$ cat config.mk
export PLATFORM = sky130hd
export DESIGN_NAME = ycc422_pack_flat
export DESIGN_NICKNAME = d
export VERILOG_FILES = /design/src/rtl/isp_pkg.sv /design/src/rtl/ycc422_pack_if.sv /design/src/rtl/ycc_quant.sv /design/src/rtl/ycc422_pack.sv /design/src/flat_wrapper.sv
export SDC_FILE = /design/constraint.sdc
export NUM_CORES = 1
export LEC_CHECK = 0
export ABC_AREA = 1
export CORE_UTILIZATION = 59
export CTS_BUF_LIST = sky130_fd_sc_hd__clkbuf_2 sky130_fd_sc_hd__clkbuf_4 sky130_fd_sc_hd__clkbuf_8
export CTS_CLUSTER_SIZE = 10
export DETAILED_ROUTE_END_ITERATION = 6
export PLACE_DENSITY = 0.85
export SLEW_MARGIN = 20
export SYNTH_ARGS = -nofsm -noshare
export SYNTH_HDL_FRONTEND = slang
export SYNTH_SLANG_ARGS = --single-unit
$ cat constraint.sdc
create_clock -name clk -period 3.55 [get_ports clk]
set_clock_uncertainty 0.1 [all_clocks]
set_input_delay 0.71 -clock clk [delete_from_list [all_inputs] [get_ports clk]]
set_output_delay 0.71 -clock clk [all_outputs]
set_load 0.01 [all_outputs]
$ cat src/rtl/isp_pkg.sv
// Shared fixed-point constants and FSM state type
// for the YCbCr 4:2:2 packing path.
package isp_pkg;
    localparam int PIX_W     = 18;
    localparam int FRAC_BITS = 9;
    localparam int Y_RND     = 1 << (FRAC_BITS - 1);
    localparam int C_RND     = 1 << FRAC_BITS;
    localparam int C_OFS     = 128;
    localparam int Q_MIN     = 0;
    localparam int Q_MAX     = 255;

    typedef enum logic {
        S_EVEN,
        S_ODD
    } state_t;
endpackage

$ cat src/rtl/ycc422_pack_if.sv
// Pixel-in / packed-word-out bus of ycc422_pack.
// The bench drives through master, the block sits on slave.
interface ycc422_pack_if;
    import isp_pkg::*;

    logic                    iValid;
    logic signed [PIX_W-1:0] iY;
    logic signed [PIX_W-1:0] iCb;
    logic signed [PIX_W-1:0] iCr;
    logic [15:0]             oData;
    logic                    oValid;
    logic                    oDone;

    modport master (
        output iValid, iY, iCb, iCr,
        input  oData, oValid, oDone
    );

    modport slave (
        input  iValid, iY, iCb, iCr,
        output oData, oValid, oDone
    );
endinterface

$ cat src/rtl/ycc_quant.sv
// Signed fixed-point to 8-bit unsigned: round, shift,
// offset and clamp. Used for luma and chroma averages.
module ycc_quant
    import isp_pkg::*;
#(
    parameter int IW    = 18,
    parameter int SHIFT = 9,
    parameter int RND   = 256,
    parameter int OFS   = 0
) (
    input  logic signed [IW-1:0] i_val,
    output logic [7:0]           o_q
);
    // Headroom so rounding and offset never wrap
    localparam int EW = IW + 3;

    logic signed [EW-1:0] w_ext;
    logic signed [EW-1:0] w_sh;
    logic signed [EW-1:0] w_ofs;

    assign w_ext = $signed({{3{i_val[IW-1]}}, i_val})
                 + EW'(RND);
    assign w_sh  = w_ext >>> SHIFT;
    assign w_ofs = w_sh + EW'(OFS);

    assign o_q = (w_ofs < EW'(Q_MIN)) ? 8'(Q_MIN) :
                 (w_ofs > EW'(Q_MAX)) ? 8'(Q_MAX) :
                 w_ofs[7:0];
endmodule

$ cat src/rtl/ycc422_pack.sv
// Packs pixel pairs into 4:2:2 words {Y, Cb} then {Y, Cr},
// with a frame-done pulse on the last word of each frame.
module ycc422_pack
    import isp_pkg::*;
#(
    parameter int width     = 320,
    parameter int height    = 240,
    parameter int frameSize = width * height
) (
    input  logic          clk,
    input  logic          reset,
    ycc422_pack_if.slave  bus
);
    localparam int CW = (width > 1) ? $clog2(width) : 1;
    localparam int PW = (frameSize > 1) ? $clog2(frameSize) : 1;

    if ((width % 2) != 0) begin : g_width_chk
        $error("ycc422_pack: width must be even");
    end

    state_t                  r_state;
    logic signed [PIX_W-1:0] r_hy;
    logic signed [PIX_W-1:0] r_hcb;
    logic signed [PIX_W-1:0] r_hcr;
    logic [CW-1:0]           r_col;
    logic [PW-1:0]           r_pix;
    logic [15:0]             r_w1;
    logic                    r_w1_vld;
    logic                    r_w1_done;
    logic [15:0]             r_odata;
    logic                    r_ovalid;
    logic                    r_odone;

    logic signed [PIX_W:0]   w_sum_cb;
    logic signed [PIX_W:0]   w_sum_cr;
    logic [7:0]              w_qy_even;
    logic [7:0]              w_qy_odd;
    logic [7:0]              w_qcb;
    logic [7:0]              w_qcr;
    logic                    w_last_col;
    logic                    w_last_pix;

    // Sum of two 18-bit values always fits in 19 bits
    assign w_sum_cb = {r_hcb[PIX_W-1], r_hcb}
                    + {bus.iCb[PIX_W-1], bus.iCb};
    assign w_sum_cr = {r_hcr[PIX_W-1], r_hcr}
                    + {bus.iCr[PIX_W-1], bus.iCr};

    assign w_last_col = (r_col == CW'(width - 1));
    assign w_last_pix = (r_pix == PW'(frameSize - 1));

    ycc_quant #(
        .IW(PIX_W), .SHIFT(FRAC_BITS),
        .RND(Y_RND), .OFS(0)
    ) u_qy_even (.i_val(r_hy), .o_q(w_qy_even));

    ycc_quant #(
        .IW(PIX_W), .SHIFT(FRAC_BITS),
        .RND(Y_RND), .OFS(0)
    ) u_qy_odd (.i_val(bus.iY), .o_q(w_qy_odd));

    ycc_quant #(
        .IW(PIX_W + 1), .SHIFT(FRAC_BITS + 1),
        .RND(C_RND), .OFS(C_OFS)
    ) u_qcb (.i_val(w_sum_cb), .o_q(w_qcb));

    ycc_quant #(
        .IW(PIX_W + 1), .SHIFT(FRAC_BITS + 1),
        .RND(C_RND), .OFS(C_OFS)
    ) u_qcr (.i_val(w_sum_cr), .o_q(w_qcr));

    always_ff @(posedge clk) begin
        if (!reset) begin
            r_state   <= S_EVEN;
            r_hy      <= '0;
            r_hcb     <= '0;
            r_hcr     <= '0;
            r_col     <= '0;
            r_pix     <= '0;
            r_w1      <= '0;
            r_w1_vld  <= 1'b0;
            r_w1_done <= 1'b0;
            r_odata   <= '0;
            r_ovalid  <= 1'b0;
            r_odone   <= 1'b0;
        end else begin
            r_ovalid <= 1'b0;
            r_odone  <= 1'b0;
            // An odd pixel can never land in the word1 cycle
            if (r_w1_vld) begin
                r_odata  <= r_w1;
                r_ovalid <= 1'b1;
                r_odone  <= r_w1_done;
                r_w1_vld <= 1'b0;
            end
            if (bus.iValid) begin
                r_col <= w_last_col ? '0 : r_col + 1'b1;
                r_pix <= w_last_pix ? '0 : r_pix + 1'b1;
                unique case (r_state)
                    S_EVEN: begin
                        r_hy    <= bus.iY;
                        r_hcb   <= bus.iCb;
                        r_hcr   <= bus.iCr;
                        r_state <= S_ODD;
                    end
                    S_ODD: begin
                        r_odata   <= {w_qy_even, w_qcb};
                        r_ovalid  <= 1'b1;
                        r_w1      <= {w_qy_odd, w_qcr};
                        r_w1_vld  <= 1'b1;
                        r_w1_done <= w_last_pix;
                        r_state   <= S_EVEN;
                    end
                    default: r_state <= S_EVEN;
                endcase
            end
        end
    end

    assign bus.oData  = r_odata;
    assign bus.oValid = r_ovalid;
    assign bus.oDone  = r_odone;
endmodule
$ cat src/flat_wrapper.sv
// flat-port wrapper written by rule: the top's interface ports become plain ports
module ycc422_pack_flat import isp_pkg::*;
#(
    parameter int width     = 320,
    parameter int height    = 240,
    parameter int frameSize = width * height
)
  (clk, reset, bus_iValid, bus_iY, bus_iCb, bus_iCr, bus_oData, bus_oValid, bus_oDone);
  ycc422_pack_if bus_i ();
  input  logic clk;
  input  logic reset;
  input wire logic [$bits(bus_i.iValid)-1:0] bus_iValid;
  input wire logic [$bits(bus_i.iY)-1:0] bus_iY;
  input wire logic [$bits(bus_i.iCb)-1:0] bus_iCb;
  input wire logic [$bits(bus_i.iCr)-1:0] bus_iCr;
  output wire logic [$bits(bus_i.oData)-1:0] bus_oData;
  output wire logic [$bits(bus_i.oValid)-1:0] bus_oValid;
  output wire logic [$bits(bus_i.oDone)-1:0] bus_oDone;
  assign bus_i.iValid = bus_iValid;
  assign bus_i.iY = bus_iY;
  assign bus_i.iCb = bus_iCb;
  assign bus_i.iCr = bus_iCr;
  assign bus_oData = bus_i.oData;
  assign bus_oValid = bus_i.oValid;
  assign bus_oDone = bus_i.oDone;
  ycc422_pack #(.width(width), .height(height), .frameSize(frameSize)) u_core (.clk(clk), .reset(reset), .bus(bus_i));
endmodule
After elaboration in Yosys (flattened, before gate mapping)
Index checks and enable logic that the tools add are counted.
{ "word_totals": {"register_bits": 108, "in_bits": 57, "output_inout_bits": 18, "wordCells": 51} }
{ "op_classes": {"n_addsub": 9, "order_cmp": 8, "eq_ne": 1, "muxes": 17, "bitwise": 1, "n_reduce_logical": 4} }
{ "op_table": {"columns": ["operator", "n"], "rows": [
  ["$mux W8", 8],
  ["$mux W16", 3],
  ["$add A19 B11 Y20 const B", 2],
  ["$add A18 B10 Y19 const B", 2],
  ["$add A18 B18 Y19", 2],
  ["$add A10 B9 Y11 const B", 2],
  ["$gt A11 B9 Y1 const B", 2],
  ["$lt A11 B1 Y1 const B", 2],
  ["$gt A10 B9 Y1 const B", 2],
  ["$lt A10 B1 Y1 const B", 2],
  ["$add A17 B1 Y17 const B", 1],
  ["$eq A17 B17 Y1 const B", 1],
  ["$mux W17", 1],
  ["$reduce_and A2 Y1", 4],
  ["$mux W1", 4],
  ["$pmux W1 S2", 1],
  ["$not A1 Y1", 1]
]} }

Depth between registers and ports, before layout
Gate-level depths: netlist (run 1).
{ "depth": {"word_depth": 8, "depth_mapped": 26, "mapped_depth_nobuf": 26} }

Hierarchy
A second synthesis (run 1) with hierarchy kept.
{ "hier_totals": {"hier_cells": 1166, "area_unflattened_um2": 7454.6} }
{ "by_module_without_submodules": {"columns": ["module", "n_inst", "cells_per_inst", "area_per_inst_um2", "seq_area_each_um2"], "rows": [
  ["ycc422_pack", 1, 922, 6078.3, 2162.1],
  ["ycc_quant at u_core.u_qy_even ...", 2, 71, 374.1, 0.0],
  ["ycc_quant at u_core.u_qcb ...", 2, 51, 314.1, 0.0]
]} }

Worst setup path after synthesis (run 1)
No wires, ideal clock.
{ "synth_path": {"path_kind": "input -> register", "from": "in bus_iCr[12]", "to": "reg u_core.r_w1[2]", "setup_time_ps": 112, "arrival_ps": 2913, "t_required_ps": 3338, "slack_ps": 425, "stages": 16, "n_path_buf": 0, "cell_sequence": "ha_1 ha_1 a21o_1 or2_1 a21oi_2 nand3_1 and2_4 ha_1 inv_1 nand3_1 a21oi_2 nand2_2 nand2_4 nand2_1 nand2_1 nand2_1"} }
{ "synth_between": {"elab_chain_cells": 6, "elab_cells_between_ends": 7, "classes_between": "3 x add/sub; 2 x order compare; 2 x mux"} }
{ "synth_lines": {"columns": ["item", "line", "rtl"], "rows": [
  ["start, declared", "flat_wrapper.sv:15", "input wire logic [$bits(bus_i.iCr)-1:0] bus_iCr;"],
  ["$add A18 B18 Y19 *", "ycc422_pack.sv:47", "+ {bus.iCr[PIX_W-1], bus.iCr};"],
  ["$add A19 B11 Y20 *", "ycc_quant.sv:22", "+ EW'(RND);"],
  ["$add A10 B9 Y11 *", "ycc_quant.sv:24", "assign w_ofs = w_sh + EW'(OFS);"],
  ["$gt A11 B9 Y1", "ycc_quant.sv:27", "(w_ofs > EW'(Q_MAX)) ? 8'(Q_MAX) :"],
  ["$mux W8", "ycc_quant.sv:27", null],
  ["$mux W8 *", "ycc_quant.sv:26", "assign o_q = (w_ofs < EW'(Q_MIN)) ? 8'(Q_MIN) :"],
  ["end signal, assigned", "ycc422_pack.sv:109", "r_w1 <= {w_qy_odd, w_qcr};"],
  ["end, declared", "ycc422_pack.sv:27", "logic [15:0] r_w1;"]
]} }
Every way passes the cells marked *; elsewhere a longest branch is shown, timed or not.
A chain may end at the register's enable or synchronous reset.

Worst setup path in the final report (run 1)
{ "layout_path": {"from": "in bus_iCr[11]", "to": "reg u_core.r_w1[7]"} }
The elaborated chain is that of the path after synthesis.

==> qor.yml, run 1 <==
detailed_routing:
  drt_iter0_drc: 363
  avgRoutedWirePerCell_um: 12.3
  viasPerCell: 5.26
  drt_first_pass_iters: 5
  drc_errors: 0
  wirelength_um: 16000
  ant_nets: 0
  vias: 6854
die:
  rows: 38
  ios: 75
  chipWidth_um: 109
  die_area_um2: 12000
  core_area_um2: 11000
  initial_core_util_pct: 61.6
  die_y_um: 109
layout:
  final_area_um2: 8330
  final_nets: 1289
  layout-drive-gt1-share_pct: 10.7
  seqCellArea_um2: 2000
  multi_input_area_um2: 4300
  antenna_cells: 0
  final_core_util_pct: 75.5
  nFillCells: 916
  area_growth_pct: 22.5
logic_synthesis:
  synth_top_family_by_area: "simple AND/OR/NAND/NOR gates"
  yosysMostFrequentCell: "nand2_1"
  synth_cell_types: 44
  synth_edf_count: 0
  yosys_warnings: 0
  synth_xor_xnor_area_share_pct: 1.29
  synthArstFlopShare_pct: 0
  netlist_area_um2: 6800
  ys_seq_area_share_pct: 29.4
  synth_fa_ha_area_share_pct: 13.8
  synth.top_cells.by_count: "258 x nand2_1, 150 x nor2_1, 125 x inv_1"
  ys_ff_latch: 100
  yosysTopAreaCell: "dfxtp_1"
  postSynthAreaPerCell_um2: 6.58
  synth.top_cell.area_share_pct: 29.4
  synthCells: 1033
  synth_compound_area_share_pct: 14.6
  syn_nets: 1165
  yosys.area_share.simple_pct: 31.7
  synth.area.top_cells: "dfxtp_1 29%, nand2_1 14%, ha_1 14%, nor2_1 8.3%, inv_1 6.9%"
  synth_flop_cell: "dfxtp_1"
  muxShareOfSynthArea_pct: 0.883
place:
  gp_congestion: 0.904
  dp.final_hpwl_um: 12200
  io_buffers: 66
  dpl-instance-area_um2: 8070
clock_tree:
  tritoncts: "done"
  clockBufferDepth: 2
  htreeDepth: 3
  hold_buffers: 0
  cts_setup_buffers: 0
  worstSkewPairLatency_ps: 400
  root_buffer: "clkbuf_8"
  clkSinkCount: 100
  clk_pin_slew_ps: 120
  tritoncts.num_buffers: 9
  cts_resized: 0
power_and_ir_drop:
  power_density_nw_per_um2: 364
  total_power_mw: 3.03
  leakage_nw: 4.09
  peakVddDrop_mv: 0.365
setup_path:
  cp_max_fo: 8
  crit_type: "in -> reg"
  startpoint: "bus_iCr[11]"
  rr_worst_depth: 19
  reg2reg_slack_ps: 700
  start_kind: "primary input"
  worstPathRequired_ps: 3810
  reg2reg_to: "u_core.bus.oData[5]"
  cp.arrival_ps: 3560
  endpoint_kind: "flop"
  rr_startpoint: "u_core.r_hcb[12]"
timing:
  post-route-period-util_pct: 92.8
  slew_headroom_pct: 47.6
  max_slew.worst_pin.slew_ps: 784
  setup_tns_ps: 0
  finalSetupViolations: 0
  fin_crit_ps: 3290
  slew_viol_final: 0
  grt_setup_unrepaired: "false"
  finalHoldViolations: 0
  fmax_mhz: 304
global_routing:
  grt_first_pass_wirelength_um: 26300
  grt_start_max_net_pins: 55
  first_global_vias: 6243
  antenna_found_initial: 0
  grt_usage_pct: 27.8
  grt_overflow: 0
hold_path:
  hold_end: "u_core.r_w1[4]"
  hp-start: "u_core.r_w1[4]"
  whs_path_depth: 2
  hold_path_class: "reg -> reg"
flow_run:
  drv_cap: 0
run_status:
  status: "finished clean"
-- metrics by stage --
stage	setup slack [ps]	instances	hold WS, ps
6_report	256	1302	365
5_1_grt	1.44	1302	387
4_1_cts	201	1302	365
3_3_place_gp	-152	1286	333
3_5_place_dp	-218	1286	342
2_1_floorplan	425	1033	321
-- registers in the layout (all words and copies together) (netlist names) --
signal and cells:
u_core.bus.oData 16, u_core.bus.oDone 1, u_core.bus.oValid 1, u_core.r_hcb 18
u_core.r_hcr 18, u_core.r_hy 10, u_core.r_pix 17, u_core.r_state 1
u_core.r_w1 16, u_core.r_w1_done 1, u_core.r_w1_vld 1
-- cells by family (layout without fill, tap and decap cells) --
family | after synthesis | count (layout)
simple gates | 512 | 512
compound gates | 181 | 181
buf+inv | 149 | 278
flops | 100 | 100
fa+ha+maj | 75 | 75
xor+xnor | 10 | 10
mux | 6 | 6
-- final cells by class --
class	count	share of cell area (%)
multi-input combinational	784	51.7
sequential	100	24.0
timing repair buffer	133	14.0
inverter	129	5.81
tap	140	2.10
clock buffer	9	1.49
clock inverter	7	0.931
-- per-layer routing --
layer / global-route usage, % / wire length [µm] / vias up
li1: - / - / 3612
met1: 34.4 / 7490 / 3103
met2: 48.9 / 7560 / 118
met3: 5.57 / 665 / 21
met4: 7.52 / 255 / 0
met5: 0 / 0 / -
-- placed cells by master, fill, tap and decap left out, drive strengths merged, types with 2 or more instances in the layout --
cell type      synthesis  layout
a21o                   3       3
xor2                   7       7
o211ai                 2       2
a22oi                  2       2
a21oi                 71      71
o22ai                 11      11
o21bai                 7       7
nand3                 41      41
inv                  127     130
o21ai                 79      79
xnor2                  3       3
clkdlybuf4s50          0      66
nand2                269     269
nor3                  20      20
nor2                 155     155
nand3b                 5       5
or2                    4       4
and2                   2       2
clkbuf                18       9
ha                    75      75
clkinv                 2       5
nand4                 10      10
nor4                   6       6
a211oi                 3       3
dfxtp                100     100
buf                    2      67
mux2i                  6       6
-- power by group --
part / internal, mW / switching [mW] / leakage (nW)
clock: 0.278 / 0.472 / 0.0979
combinational: 0.469 / 0.580 / 3.18
sequential: 1.19 / 0.0432 / 0.820
-- worst max path at each step --
stage | end | cells past startpoint | slack [ps]
2_1_floorplan | u_core.r_w1[2] | 16 | 430
3_3_place_gp | u_core.bus.oData[5] | 22 | -150
3_5_place_dp | u_core.bus.oData[5] | 22 | -220
4_1_cts | u_core.bus.oData[5] | 22 | 200
5_1_grt | u_core.bus.oData[7] | 20 | 1
6_report | u_core.r_w1[7] | 21 | 260
-- worst max-delay path: stages --
cell             delay [ps]
clkdlybuf4s50_1         430
ha_1                    300
ha_1                    330
nand2_1                 140
a21oi_1                  60
or2_1                   250
a21oi_2                 150
nand3_1                 110
and2_4                  170
inv_1                    50
ha_1                    130
inv_1                    40
nor2_1                   90
nand3_1                  80
nor2_1                  110
nand2_1                  80
nand2_2                  80
nand2_4                  70
nand2_1                  70
nand2_1                  50
nand2_1                  60
Note: power is estimated with default switching activity, not from simulation.
==> inputs of run 2 (changes only) <==
--- a/config.mk
+++ b/config.mk
@@ -6,12 +6,12 @@
 export NUM_CORES = 1
 export LEC_CHECK = 0
 export ABC_AREA = 1
-export CORE_UTILIZATION = 59
-export CTS_BUF_LIST = sky130_fd_sc_hd__clkbuf_2 sky130_fd_sc_hd__clkbuf_4 sky130_fd_sc_hd__clkbuf_8
+export CORE_UTILIZATION = 58
 export CTS_CLUSTER_SIZE = 10
 export DETAILED_ROUTE_END_ITERATION = 6
-export PLACE_DENSITY = 0.85
+export PLACE_DENSITY = 0.83
 export SLEW_MARGIN = 20
 export SYNTH_ARGS = -nofsm -noshare
 export SYNTH_HDL_FRONTEND = slang
+export SYNTH_HIERARCHICAL = 1
 export SYNTH_SLANG_ARGS = --single-unit
==> qor.yml, run 2 <==
run_status:
  status: "finished with violations"
  violations: "design-rule violations"
die:
  core_area_um2: 11600  # +5.3%
  ios: 75  # unchanged
  chipWidth_um: 112  # +2.6%
  initial_core_util_pct: 60.7  # -0.97 points
  die_y_um: 112  # +2.6%
  die_area_um2: 12600  # +5.3%
  rows: 39  # +2.6%
setup_path:
  endpoint_kind: "flop"
  cp_slowest_cell: "clkdlybuf4s50_1"
  worstPathRequired_ps: 3680  # -130 ps
  crit_chain: "clkdlybuf4s50_1 -> ha_1 -> inv_1 -> fa_1 -> inv_1 -> nand3_1 -> nand3_1 -> xor2_2 -> ha_1 -> nand3_2 -> nor2_2 -> nand2_2 -> nand2_1 -> nand2_4 -> nand2_4 -> a21oi_2 -> o21ai_0 -> a31oi_1"
  start_kind: "primary input"
  startpoint: "bus_iCb[0]"
  rr_startpoint: "u_core/r_hcb[0]"
  cp.arrival_ps: 3450  # -110 ps
  crit_buf_inv: 3  # unchanged
  cp_max_fo: 7  # -1
  crit_family: "simple AND/OR/NAND/NOR gates"
  max_stage_delay_ps: 480  # +50 ps
  crit_type: "in -> reg"
layout:
  layout-drive-gt1-share_pct: 9.79  # -0.88 points
  mostFrequentLayoutCells: "323 x nand2_1, 172 x nor2_1, 115 x inv_1"
  reg_top3: "u_core/r_hcb x18, u_core/r_hcr x18, u_core/r_pix x17"
  final_common_cell: "nand2_1"
  area_growth_pct: 17.9
  nFillCells: 975  # +6.4%
  multi_input_area_um2: 4450  # +3.5%
  final_nets: 1290  # +0.078%
  seqCellArea_um2: 2000  # unchanged
timing:
  max_slew.worst_pin.slew_ps: 594  # -190 ps
  slew_headroom_pct: 60.3  # +13 points
  fin_crit_ps: 3330  # +31.4 ps
  finalSetupViolations: 0  # unchanged
  setup_tns_ps: 0  # unchanged
  fmax_mhz: 301  # -0.95%
  slew_viol_final: 0  # unchanged
  fin_ws_ps: 224  # -31.4 ps
  grt_setup_unrepaired: "false"
  finalHoldViolations: 0  # unchanged
  post-route-period-util_pct: 93.7  # +0.89 points
logic_synthesis:
  syn_nets: 1214  # +4.2%
  postSynthAreaPerCell_um2: 6.32  # -3.9%
  yosys_warnings: 6  # +6
  netlist_area_um2: 7040  # +3.6%
  synthCells: 1114  # +7.8%
detailed_routing:
  drt_iter0_drc: 527  # +45%
  ant_nets: 0  # unchanged
  drt_first_pass_iters: 7  # +2
  vias: 7004  # +2.2%
  viasPerCell: 5.23  # -0.64%
  drc_errors: 3  # +3
  avgRoutedWirePerCell_um: 12.1  # -0.96%
  wirelength_um: 16300  # +1.9%
clock_tree:
  hold_buffers: 0  # unchanged
  tritoncts.num_buffers: 9  # unchanged
  worstSkewPairLatency_ps: 350  # -50 ps
  root_buffer: "clkbuf_16"
  htreeDepth: 3  # unchanged
  clockBufferDepth: 2  # unchanged
  clk_pin_slew_ps: 70  # -50 ps
  clkSinkCount: 100  # unchanged
  tritoncts: "done"
hold_path:
  hp-start: "u_core/r_w1_done"
  hold_path_class: "reg -> reg"
power_and_ir_drop:
  clkPwrFrac_pct: 32.4  # +7.7 points
  power_frac_comb_pct: 30.2  # -4.4 points
  sw_frac_of_total_pct: 32.4  # -3.7 points
  switching_power_mw: 1.08  # -1.8%
  p_seq_share_pct: 37.4  # -3.3 points
  peakVddDrop_mv: 0.394  # +8.0%
  p_int_mw: 2.24  # +16%
  leakage_nw: 4.10  # +0.20%
  power_density_nw_per_um2: 399  # +9.7%
global_routing:
  grt_usage_pct: 27.3  # -0.47 points
  grt_start_max_net_pins: 57  # +3.6%
  first_global_vias: 6411  # +2.7%
  grt_first_pass_wirelength_um: 28300  # +7.4%
  antenna_found_initial: 1  # +1
  grt_overflow: 0  # unchanged
place:
  io_buffers: 66  # unchanged
  dp.final_hpwl_um: 12200  # -0.24%
  dpl_worst_slack_ps: -211  # +7.84 ps
  gp_congestion: 0.891  # -1.4%
flow_run:
  drv_cap: 0  # unchanged
[run 2: layout make-up]
class | instances | area share, %
antenna | 1 | 0.0301
clock buffer | 11 | 2.92
clock inverter | 5 | 0.994
inverter | 126 | 5.76
multi-input combinational | 859 | 53.6
sequential | 100 | 24.1
tap | 143 | 2.15
timing repair buffer | 94 | 10.4
[run 2: power by group through the flow]
stage	clock network (mW)	registers [mW]	logic [mW]
floorplan	0	1.26	0.676
global placement	0	1.26	0.970
detailed placement	0	1.26	0.985
CTS	1.10	1.24	0.992
global route	1.14	1.25	1.13
finish	1.08	1.24	1.00
[run 2: what timing repair did]
item / in CTS / in global routing
setup endpoints to repair: 0 / 11
resized for setup: 0 / 2
setup buffers: 0 / 0
[run 2: per-stage QoR]
| step | hold WS, ps | std cells | total power, mW | area [µm²] | utilization (%) |
|---|---|---|---|---|---|
| CTS | 345 | 1338 | 3.33 | 8290 | 71.4 |
| floorplan | 324 | 1114 | 1.94 | 7040 | - |
| detailed placement | 337 | 1322 | 2.25 | 7970 | 68.6 |
| global placement | 339 | 1322 | 2.23 | 7970 | 68.6 |
| global route | 381 | 1339 | 3.52 | 8300 | 71.5 |
| finish | 339 | 1339 | 3.32 | 8300 | 71.5 |
[run 2: metal layers]
metal,track usage [%],vias to the layer above,part of all wire (%),wire (µm)
li1,-,3678,-,-
met1,34.6,3131,48,7800
met2,46.5,171,45,7360
met3,5.40,24,5.0,805
met4,8.89,0,1.8,298
met5,0,-,0,0
[run 2: path summary, 6_finish.rpt]
path	slack [ps]	endpoint	cells after the start
worst min register to register	340	u_core/bus.oDone	2
worst max register to register	750	u_core/bus.oData[1]	17
worst max-delay path	220	u_core/bus.oData[1]	18
worst min-delay path	340	u_core/bus.oDone	2
[run 2: worst register-to-register path: cells and delay by family, from the launching register on]
kind            cells  cell delay (ps)
buf+inv             2              140
simple gates        8              840
fa+ha+maj           3              740
xor+xnor            1              220
flops               1              320
compound gates      3              310
==> inputs of run 3 (changes only) <==
--- a/config.mk
+++ b/config.mk
@@ -9,7 +9,7 @@
 export CORE_UTILIZATION = 58
 export CTS_CLUSTER_SIZE = 10
 export DETAILED_ROUTE_END_ITERATION = 6
-export PLACE_DENSITY = 0.83
+export PLACE_DENSITY = 0.81
 export SLEW_MARGIN = 20
 export SYNTH_ARGS = -nofsm -noshare
 export SYNTH_HDL_FRONTEND = slang
==> qor.yml, run 3 (same netlist as run 2, synthesis figures left out) <==
place:
  place_inst: 1327  # +0.38%
  dp.final_hpwl_um: 12200  # -0.17%
  gp_congestion: 0.917  # +3.0%
  dpl_worst_slack_ps: -197  # +13.3 ps
  io_buffers: 66  # unchanged
die:
  chipWidth_um: 112  # unchanged
  rows: 39  # unchanged
  core_area_um2: 11600  # unchanged
  ios: 75  # unchanged
  die_area_um2: 12600  # unchanged
  initial_core_util_pct: 60.7  # unchanged
  die_y_um: 112  # unchanged
hold_path:
  hold_path_class: "reg -> reg"
  hp-start: "u_core/r_w1[5]"
layout:
  final_common_cell: "nand2_1"
  nFillCells: 1013  # +3.9%
  multi_input_area_um2: 4470  # +0.37%
  seqCellArea_um2: 2000  # unchanged
  reg_top3: "u_core/r_hcb x18, u_core/r_hcr x18, u_core/r_pix x17"
  mostFrequentLayoutCells: "323 x nand2_1, 172 x nor2_1, 115 x inv_1"
  layout-drive-gt1-share_pct: 10.5  # +0.71 points
  stdcell_count: 1343  # +0.30%
  antenna_cells: 0  # -1
  area_growth_pct: 18.8
  final_nets: 1295  # +0.39%
detailed_routing:
  drt_iter0_drc: 617  # +17%
  wirelength_um: 16200  # -0.46%
  drt_first_pass_iters: 7  # unchanged
  vias: 7013  # +0.13%
  avgRoutedWirePerCell_um: 12.1  # -0.75%
  drc_errors: 4  # +1
  viasPerCell: 5.22  # -0.17%
  ant_nets: 0  # unchanged
clock_tree:
  clkSinkCount: 100  # unchanged
  tritoncts: "done"
  root_buffer: "clkbuf_16"
  htreeDepth: 3  # unchanged
  worstSkewPairLatency_ps: 360  # about the same
  clockBufferDepth: 2  # unchanged
  tritoncts.num_buffers: 9  # unchanged
  clk_pin_slew_ps: 70  # about the same
setup_path:
  crit_type: "in -> reg"
  endpoint_kind: "flop"
  rr_startpoint: "u_core/r_hcb[0]"
  start_kind: "primary input"
  cp.arrival_ps: 3520  # +70 ps
  cp_max_fo: 7  # unchanged
  startpoint: "bus_iCb[0]"
  worstPathRequired_ps: 3730  # +50 ps
timing:
  fin_crit_ps: 3340  # +13.2 ps
  post-route-period-util_pct: 94.1  # +0.37 points
  slew_headroom_pct: 52.3  # -8.0 points
  finalHoldViolations: 0  # unchanged
  max_slew.worst_pin.slew_ps: 715  # +121 ps
  grt_setup_unrepaired: "false"
  slew_viol_final: 0  # unchanged
  holdWs_ps: 374  # +35.5 ps
  setup_tns_ps: 0  # unchanged
  finalSetupViolations: 0  # unchanged
  fmax_mhz: 299  # -0.39%
  fin_ws_ps: 211  # -13.2 ps
power_and_ir_drop:
  leakage_nw: 4.13  # +0.76%
  total_power_mw: 3.35  # +1.1%
  power_density_nw_per_um2: 401  # +0.34%
  peakVddDrop_mv: 0.295  # -25%
global_routing:
  first_global_vias: 6352  # -0.92%
  antenna_found_initial: 0  # -1
  grt_start_max_net_pins: 76  # +33%
  grt_overflow: 0  # unchanged
  grt_usage_pct: 27.4  # +0.11 points
  grt_first_pass_wirelength_um: 28300  # unchanged
run_status:
  violations: "design-rule violations"
  status: "finished with violations"
flow_run:
  drv_cap: 0  # unchanged
run 3: critical path, cell delays in order:
cell and delay, ps:
clkdlybuf4s50_1 480, ha_1 170, inv_1 50, fa_1 350, inv_1 80, nand3_1 70, nand3_1 80, nand2_1 50
nand2_1 140, nand2_1 90, nand2_1 60, nand2_1 40, nand2_1 110, nand3_2 130, nor2_2 130, nand2_2 80
inv_2 60, nand2_1 50, nand2_2 70, nand2_4 90, a21oi_2 120, o21ai_0 100, a31oi_1 180
run 3: final timing paths:
| kind | to | slack, ps | depth (start not counted) |
|---|---|---|---|
| worst min-delay path | u_core/r_w1[5] | 370 | 2 |
| worst max register to register | u_core/bus.oData[1] | 730 | 22 |
| worst min register to register | u_core/r_w1[5] | 370 | 2 |
| worst max-delay path | u_core/bus.oData[1] | 210 | 23 |
run 3: metrics by stage:
| stage | util, % | instance area, µm² |
|---|---|---|
| finish | 72.0 | 8370 |
| global route | 72.0 | 8370 |
| CTS | 71.8 | 8340 |
| detailed placement | 68.9 | 8000 |
| global placement | 68.9 | 8000 |
| floorplan | - | 7040 |
run 3: per-layer routing:
layer,wire length [µm],up-vias,share of wire (%),global-route usage [%]
met1,8050,3121,50,37.4
met5,0,-,0,0
met3,756,24,4.7,4.43
met4,258,0,1.6,7.64
li1,-,3697,-,-
met2,7120,171,44,44.9
run 3: layout make-up:
class / count / share of cell area (%)
inverters: 126 / 5.71
repair buffers: 99 / 10.8
clock inverters: 7 / 1.32
well taps: 143 / 2.14
flip-flops and latches: 100 / 23.9
multi-input cells: 859 / 53.4
clock buffers: 9 / 2.69
run 3: repair_timing:
action / in CTS / in global routing
hold endpoints to repair: 0 / 0
setup endpoints to repair: 0 / 4
gates resized for setup: 0 / 5
hold buffers: 0 / 0
setup buffers: 0 / 0
run 3: where the power goes:
group          switching [mW]  total [mW]  internal (mW)
logic                   0.595        1.01          0.420
clock network           0.468        1.10          0.629
registers              0.0484        1.24           1.19
